[src/rtl/fetch_pkg.sv]
// Shared types and constants for the instruction-fetch stage.
// Used by fetch_stage and if_id_reg; FETCH_PERF_CNT_EN builds use sat_inc32.
package fetch_pkg;

    typedef enum logic [1:0] {
        ST_BOOT = 2'd0,
        ST_RUN  = 2'd1,
        ST_HALT = 2'd2
    } fetch_state_e;

    localparam int unsigned FETCH_ADDR_W  = 32;
    localparam int unsigned FETCH_INSTR_W = 32;

    localparam logic [FETCH_INSTR_W-1:0] DEFAULT_NOP_INSTR = '0;
    localparam logic [FETCH_ADDR_W-1:0]  DEFAULT_RESET_PC  = '0;

    typedef struct packed {
        logic [FETCH_INSTR_W-1:0] instr;
        logic [FETCH_ADDR_W-1:0]  pc;
        logic                     valid;
    } if_id_t;

    // Increment that sticks at all-ones instead of wrapping.
    function automatic logic [31:0] sat_inc32(input logic [31:0] v);
        return (v == '1) ? v : v + 32'd1;
    endfunction

endpackage

[src/rtl/if_id_reg.sv]
// IF/ID pipeline register: flush loads a bubble, load captures a fetched word,
// otherwise the contents hold. Asynchronous active-low reset.
module if_id_reg
    import fetch_pkg::*;
#(
    parameter int unsigned           ADDR_W    = FETCH_ADDR_W,
    parameter int unsigned           INSTR_W   = FETCH_INSTR_W,
    parameter logic [ADDR_W-1:0]     RESET_PC  = ADDR_W'(DEFAULT_RESET_PC),
    parameter logic [INSTR_W-1:0]    NOP_INSTR = INSTR_W'(DEFAULT_NOP_INSTR)
) (
    input  logic               clk,
    input  logic               rst_n,
    input  logic               load_i,
    input  logic               flush_i,
    input  logic [INSTR_W-1:0] instr_i,
    input  logic [ADDR_W-1:0]  pc_i,
    output logic [INSTR_W-1:0] instr_o,
    output logic [ADDR_W-1:0]  pc_o,
    output logic               valid_o
);

    logic [INSTR_W-1:0] instr_d, instr_q;
    logic [ADDR_W-1:0]  pc_d, pc_q;
    logic               valid_d, valid_q;

    always_comb begin
        instr_d = instr_q;
        pc_d    = pc_q;
        valid_d = valid_q;
        if (flush_i) begin
            instr_d = NOP_INSTR;
            pc_d    = pc_i;
            valid_d = 1'b0;
        end else if (load_i) begin
            instr_d = instr_i;
            pc_d    = pc_i;
            valid_d = 1'b1;
        end
    end

    always_ff @(posedge clk or negedge rst_n) begin
        if (!rst_n) begin
            instr_q <= NOP_INSTR;
            pc_q    <= RESET_PC;
            valid_q <= 1'b0;
        end else begin
            instr_q <= instr_d;
            pc_q    <= pc_d;
            valid_q <= valid_d;
        end
    end

    assign instr_o = instr_q;
    assign pc_o    = pc_q;
    assign valid_o = valid_q;

endmodule

[src/rtl/fetch_stage.sv]
// Instruction-fetch stage: PC register, next-PC priority mux, BOOT/RUN/HALT FSM.
// Define FETCH_PERF_CNT_EN to add saturating fetched/bubble performance counters.
module fetch_stage
    import fetch_pkg::*;
#(
    parameter int unsigned        ADDR_W    = FETCH_ADDR_W,
    parameter int unsigned        INSTR_W   = FETCH_INSTR_W,
    parameter logic [ADDR_W-1:0]  RESET_PC  = ADDR_W'(DEFAULT_RESET_PC),
    parameter logic [ADDR_W-1:0]  PC_INC    = ADDR_W'(1),
    parameter logic [INSTR_W-1:0] NOP_INSTR = INSTR_W'(DEFAULT_NOP_INSTR)
) (
    input  logic               clk,
    input  logic               rst_n,
    output logic [ADDR_W-1:0]  imem_addr_o,
    input  logic [INSTR_W-1:0] imem_instr_i,
    input  logic               stall_i,
    input  logic               redirect_i,
    input  logic [ADDR_W-1:0]  redirect_pc_i,
    input  logic               halt_i,
    output logic [INSTR_W-1:0] if_id_instr_o,
    output logic [ADDR_W-1:0]  if_id_pc_o,
    output logic               if_id_valid_o,
    output logic               halted_o
`ifdef FETCH_PERF_CNT_EN
    ,
    output logic [31:0]        perf_fetched_o,
    output logic [31:0]        perf_bubbles_o
`endif
);

    fetch_state_e       state_d, state_q;
    logic [ADDR_W-1:0]  pc_d, pc_q;
    logic               halted_d, halted_q;
    logic               load;
    logic               flush;

    // Redirect beats halt beats stall; HALT ignores stall and only leaves on redirect.
    always_comb begin
        state_d = state_q;
        pc_d    = pc_q;
        load    = 1'b0;
        flush   = 1'b0;
        unique case (state_q)
            ST_BOOT: begin
                flush   = 1'b1;
                state_d = ST_RUN;
            end
            ST_RUN: begin
                if (redirect_i) begin
                    pc_d  = redirect_pc_i;
                    flush = 1'b1;
                end else if (halt_i) begin
                    state_d = ST_HALT;
                    flush   = 1'b1;
                end else if (!stall_i) begin
                    pc_d = pc_q + PC_INC;
                    load = 1'b1;
                end
            end
            ST_HALT: begin
                flush = 1'b1;
                if (redirect_i) begin
                    pc_d    = redirect_pc_i;
                    state_d = ST_RUN;
                end
            end
            default: begin
                flush   = 1'b1;
                state_d = ST_BOOT;
            end
        endcase
        halted_d = (state_d == ST_HALT);
    end

    always_ff @(posedge clk or negedge rst_n) begin
        if (!rst_n) begin
            state_q  <= ST_BOOT;
            pc_q     <= RESET_PC;
            halted_q <= 1'b0;
        end else begin
            state_q  <= state_d;
            pc_q     <= pc_d;
            halted_q <= halted_d;
        end
    end

    assign imem_addr_o = pc_q;
    assign halted_o    = halted_q;

    if_id_reg #(
        .ADDR_W   (ADDR_W),
        .INSTR_W  (INSTR_W),
        .RESET_PC (RESET_PC),
        .NOP_INSTR(NOP_INSTR)
    ) u_if_id (
        .clk    (clk),
        .rst_n  (rst_n),
        .load_i (load),
        .flush_i(flush),
        .instr_i(imem_instr_i),
        .pc_i   (pc_q),
        .instr_o(if_id_instr_o),
        .pc_o   (if_id_pc_o),
        .valid_o(if_id_valid_o)
    );

`ifdef FETCH_PERF_CNT_EN
    logic [31:0] fetched_d, fetched_q;
    logic [31:0] bubbles_d, bubbles_q;

    // Outside BOOT every non-loading edge is either a bubble or a stall hold.
    always_comb begin
        fetched_d = fetched_q;
        bubbles_d = bubbles_q;
        if (load) begin
            fetched_d = sat_inc32(fetched_q);
        end else if (state_q != ST_BOOT) begin
            bubbles_d = sat_inc32(bubbles_q);
        end
    end

    always_ff @(posedge clk or negedge rst_n) begin
        if (!rst_n) begin
            fetched_q <= '0;
            bubbles_q <= '0;
        end else begin
            fetched_q <= fetched_d;
            bubbles_q <= bubbles_d;
        end
    end

    assign perf_fetched_o = fetched_q;
    assign perf_bubbles_o = bubbles_q;
`endif

endmodule

[config.mk]
export PLATFORM = sky130hd
export DESIGN_NAME = fetch_stage
export DESIGN_NICKNAME = d
export VERILOG_FILES = /design/src/rtl/fetch_pkg.sv /design/src/rtl/if_id_reg.sv /design/src/rtl/fetch_stage.sv
export SDC_FILE = /design/constraint.sdc
export NUM_CORES = 1
export LEC_CHECK = 0
export ABC_AREA = 1
export BUFFER_PORTS_ARGS = -buffer_cell sky130_fd_sc_hd__buf_2
export CORE_ASPECT_RATIO = 0.6
export CORE_UTILIZATION = 46
export DETAILED_ROUTE_END_ITERATION = 8
export GPL_TIMING_DRIVEN = 0
export PLACE_DENSITY = 0.86
export RECOVER_POWER = 25
export SETUP_SLACK_MARGIN = 0.4
export SYNTH_ARGS = -nofsm -noshare
export SYNTH_HDL_FRONTEND = slang
export SYNTH_SLANG_ARGS = --single-unit
[constraint.sdc]
create_clock -name clk -period 1.6 [get_ports clk]
set_input_delay 0.16 -clock clk [delete_from_list [all_inputs] [get_ports clk]]
set_output_delay 0.16 -clock clk [all_outputs]
set_load 0.01 [all_outputs]
==> qor.csv <==
stage,metric,value,unit
run_status,status,"finished, violations left",
run_status,failing checks,"DRC, setup timing",
grt,"Remaining Overflow, GRT",0,
final_layout,area of the multi-input gates,0.00309,sq mm
detailed_routing,vias per inst,6.29,
setup_path,WS Path Type,flop to flop,
yosys,mux cell area share after synthesis,2.02,%
run,max_cap viols,0,
final_layout,post-layout util,81.2,%
yosys,Syn Nets,728,
sta,Slew Limit Fails,0,
yosys,YS warnings,0,
detailed_routing,Post-DRT Antenna Nets,0,
floorplan,die height,82.9,um
final_layout,nets,986,
sta,Worst-Margin Slew,993,ps
sta,PnR worst setup slack,-525,ps
detailed_routing,final WL,25100,um
grt,initial antenna violation count,1,
yosys,most common cell in the synthesized netlist,nand2_1,
yosys,top cell type's share of synthesized area,49.9,%
setup_path,CP Launch Type,flop,
cts,CTS max path bufs,2,
power,Pint,8.25,mW
sta,Max transition margin,33.8,%
yosys,Post-synth EDFFs,0,
setup_path,Worst Path Max Fanout,5,
yosys,largest family of logic cells by synthesized area,simple AND/OR/NAND/NOR gates,
worst_hold_path,Hold Crit Class,input port to flop,
detailed_routing,total number of vias,6672,
yosys,"Distinct cells, synth",28,
detailed_routing,total iterations of the first detailed-routing run,9,
yosys,sequential cell area fraction in the yosys report,49.9,%
final_layout,# fillers,581,
yosys,asr flop ratio synth,100,%
place,input/output buffers,164,
power,NetSw,6.97,mW
cts,clock root buffer,clkbuf_16,
cts,H-tree levels,3,
sta,final setup TNS,-3740,ps
grt,largest net degree at the start of global routing,74,
setup_path,Critical Path AT,2380,ps
cts,CTS Buf Count,9,
sta,fmax,471,MHz
sta,final hold violation count,0,
setup_path,CP endpoint kind,flop,
sta,hold_ws,23.4,ps
grt,global-route wire length before repair,30300,um
yosys,cell area after synthesis,0.00501,sq mm
power,Sw Share,45.8,%
place,GPL Wtd Cong,0.942,
cts,clock-pin slew on the worst setup and hold paths,80,ps
cts,clk sinks,100,
power,worst vdd ir,0.00117,V
floorplan,IO Pins,167,
yosys,Yosys reg bits,100,
detailed_routing,initial DRC count,1360,
floorplan,DIE WIDTH,137,um
sta,fin crit share,133,%
yosys,Post-synth top cells,"150 x nand2_1, 111 x nor2_1, 100 x dfrtp_1, 68 x inv_1, 68 x nand3_1",
final_layout,Seq. cell area,0.00252,sq mm
cts,CTS tree,built,
place,post-DP HPWL,11200,um
grt,vias in the first global route,5616,
power,Comb pwr share,54.1,%
yosys,post-synthesis xor/xnor area fraction,0.349,%
sta,Worst Skew,15.2,ps
floorplan,row cnt,29,
yosys,Area contributors post-synth,"dfrtp_1 50%, nand2_1 11%, nor2_1 8.3%, nand3_1 6.8%, o21ai_0 5.6%",
final_layout,share of layout cells above drive strength 1,50.5,%
yosys,largest area contributor in the netlist,dfrtp_1,
yosys,Synth Flop Type,dfrtp_1,
floorplan,die area,0.0113,sq mm
power,P_leak,4.09,nW
grt,GR Util All Layers,35.2,%
power,P per Cell Area,1770,mW/mm^2
floorplan,CORE AREA,0.0106,sq mm
yosys,Adder-Cell Fraction of Synth Area,0.250,%
power,clock share of power,15.3,%
cts,Clock Latency Late Sink,370,ps
detailed_routing,WL per Instance,23.7,um
final_layout,Area Overhead vs Synth,71.7,%
sta,final setup vio count,47,
yosys,Cells after Synth,658,
floorplan,Initial Utilization,47.3,%
setup_path,Crit path required time,1860,ps
sta,crit path time final,2120,ps
yosys,complex-gate fraction of the synthesized area,11.0,%
detailed_routing,DR DRC count,36,
power,sequential cell fraction of total power,30.6,%
yosys,simple-gate area share of the yosys netlist,28.2,%
sta,RSZ-0062 raised after global routing,yes,
yosys,Syn Area/Cell,7.62,sq um
[placed cells by master (no fill, tap or decap), drive strengths merged, types with 3 or more instances in the layout]
master  netlist  routed
inv          71      71
nand4         3       3
o22ai         6       6
dfrtp       100     100
o21ai        57      58
buf          17     243
nor2        113     113
nand2       153     153
clkbuf       11      41
mux2          9       9
a21oi        39      39
nand3        68      68
[final timing paths]
path	from	to	slack, ps	cells past startpoint
worst min-delay path	imem_instr_i[25]	u_if_id.instr_o[25]	20	3
worst max register to register	imem_addr_o[11]	imem_addr_o[22]	-520	9
max in group asynchronous	rst_n	imem_addr_o[11]	150	3
min in group asynchronous	rst_n	u_if_id.pc_o[21]	400	2
worst max-delay path	imem_addr_o[11]	imem_addr_o[22]	-520	9
worst min register to register	u_if_id.pc_o[9]	u_if_id.pc_o[9]	520	1
[sequential cells by signal, summed over array words and instances (netlist names)]
| register | count |
|---|---|
| u_if_id.instr_o | 32 |
| imem_addr_o | 32 |
| state_q | 2 |
| u_if_id.pc_o | 32 |
| u_if_id.valid_o | 1 |
| halted_o | 1 |
[power by group through the flow]
stage / Clock [mW] / Combinational (mW) / Sequential, mW
2_1_floorplan: 0 / 2.26 / 4.57
3_3_place_gp: 0 / 4.23 / 4.35
3_5_place_dp: 0 / 4.32 / 4.36
4_1_cts: 2.25 / 5.91 / 4.35
5_1_grt: 2.43 / 8.57 / 4.71
6_report: 2.33 / 8.23 / 4.66
[critical path, stage by stage (launching register included)]
cell and delay (ps):
dfrtp_2 420, nand2_1 140, nor2_1 270, nand2_1 180
nor2_4 260, nand2_1 80, nand2_1 100, nand3_1 270
nand2_1 210, nand2_1 90
[layout make-up]
cell class / count / area share, %
Antenna cell: 1 / 0.0291
Clock inverter: 5 / 0.698
Buffer: 28 / 4.39
Tap cell: 139 / 2.02
Multi-Input combinational cell: 460 / 35.9
Inverter: 71 / 3.26
Clock buffer: 11 / 2.82
Sequential cell: 100 / 29.3
Timing Repair Buffer: 246 / 21.6
[cells by family after synthesis]
family,count (synthesis)
DFF,100
and+or+nand+nor,341
xor gates and xnor gates,2
AOI/OAI and AO/OA,106
adders and majority gates,1
muxes,9
buffers and inverters,99
[what timing repair did]
| action | CTS | global route |
|---|---|---|
| hold endpoints to repair | 27 | 0 |
| buffers inserted | 41 | 27 |
| gates resized for setup | 218 | 181 |
| pin swaps | 26 | 38 |
| hold buffers | 1 | 0 |
| gates cloned | 12 | 1 |
| endpoints found under the setup margin | 94 | 112 |
[per-layer routing]
| metal | GRT usage, % | share of wire (%) | routed length [um] | up-vias |
|---|---|---|---|---|
| met5 | 0 | 0 | 0 | - |
| met4 | 12.8 | 8.1 | 2040 | 0 |
| met3 | 9.65 | 15 | 3820 | 245 |
| met2 | 49.2 | 40 | 10100 | 695 |
| met1 | 51.9 | 36 | 9150 | 3086 |
| li1 | - | - | - | 2646 |
[per-stage QoR]
stage | cell area [sq um] | instances | power, mW | worst slack, ps
2_1_floorplan | 5100 | 658 | 6.83 | 121
3_3_place_gp | 6090 | 961 | 8.58 | -865
3_5_place_dp | 6120 | 962 | 8.68 | -164
4_1_cts | 7680 | 1032 | 12.5 | 23.7
5_1_grt | 8610 | 1061 | 15.7 | -746
6_report | 8610 | 1061 | 15.2 | -525
(Power assumes the default switching activity.)
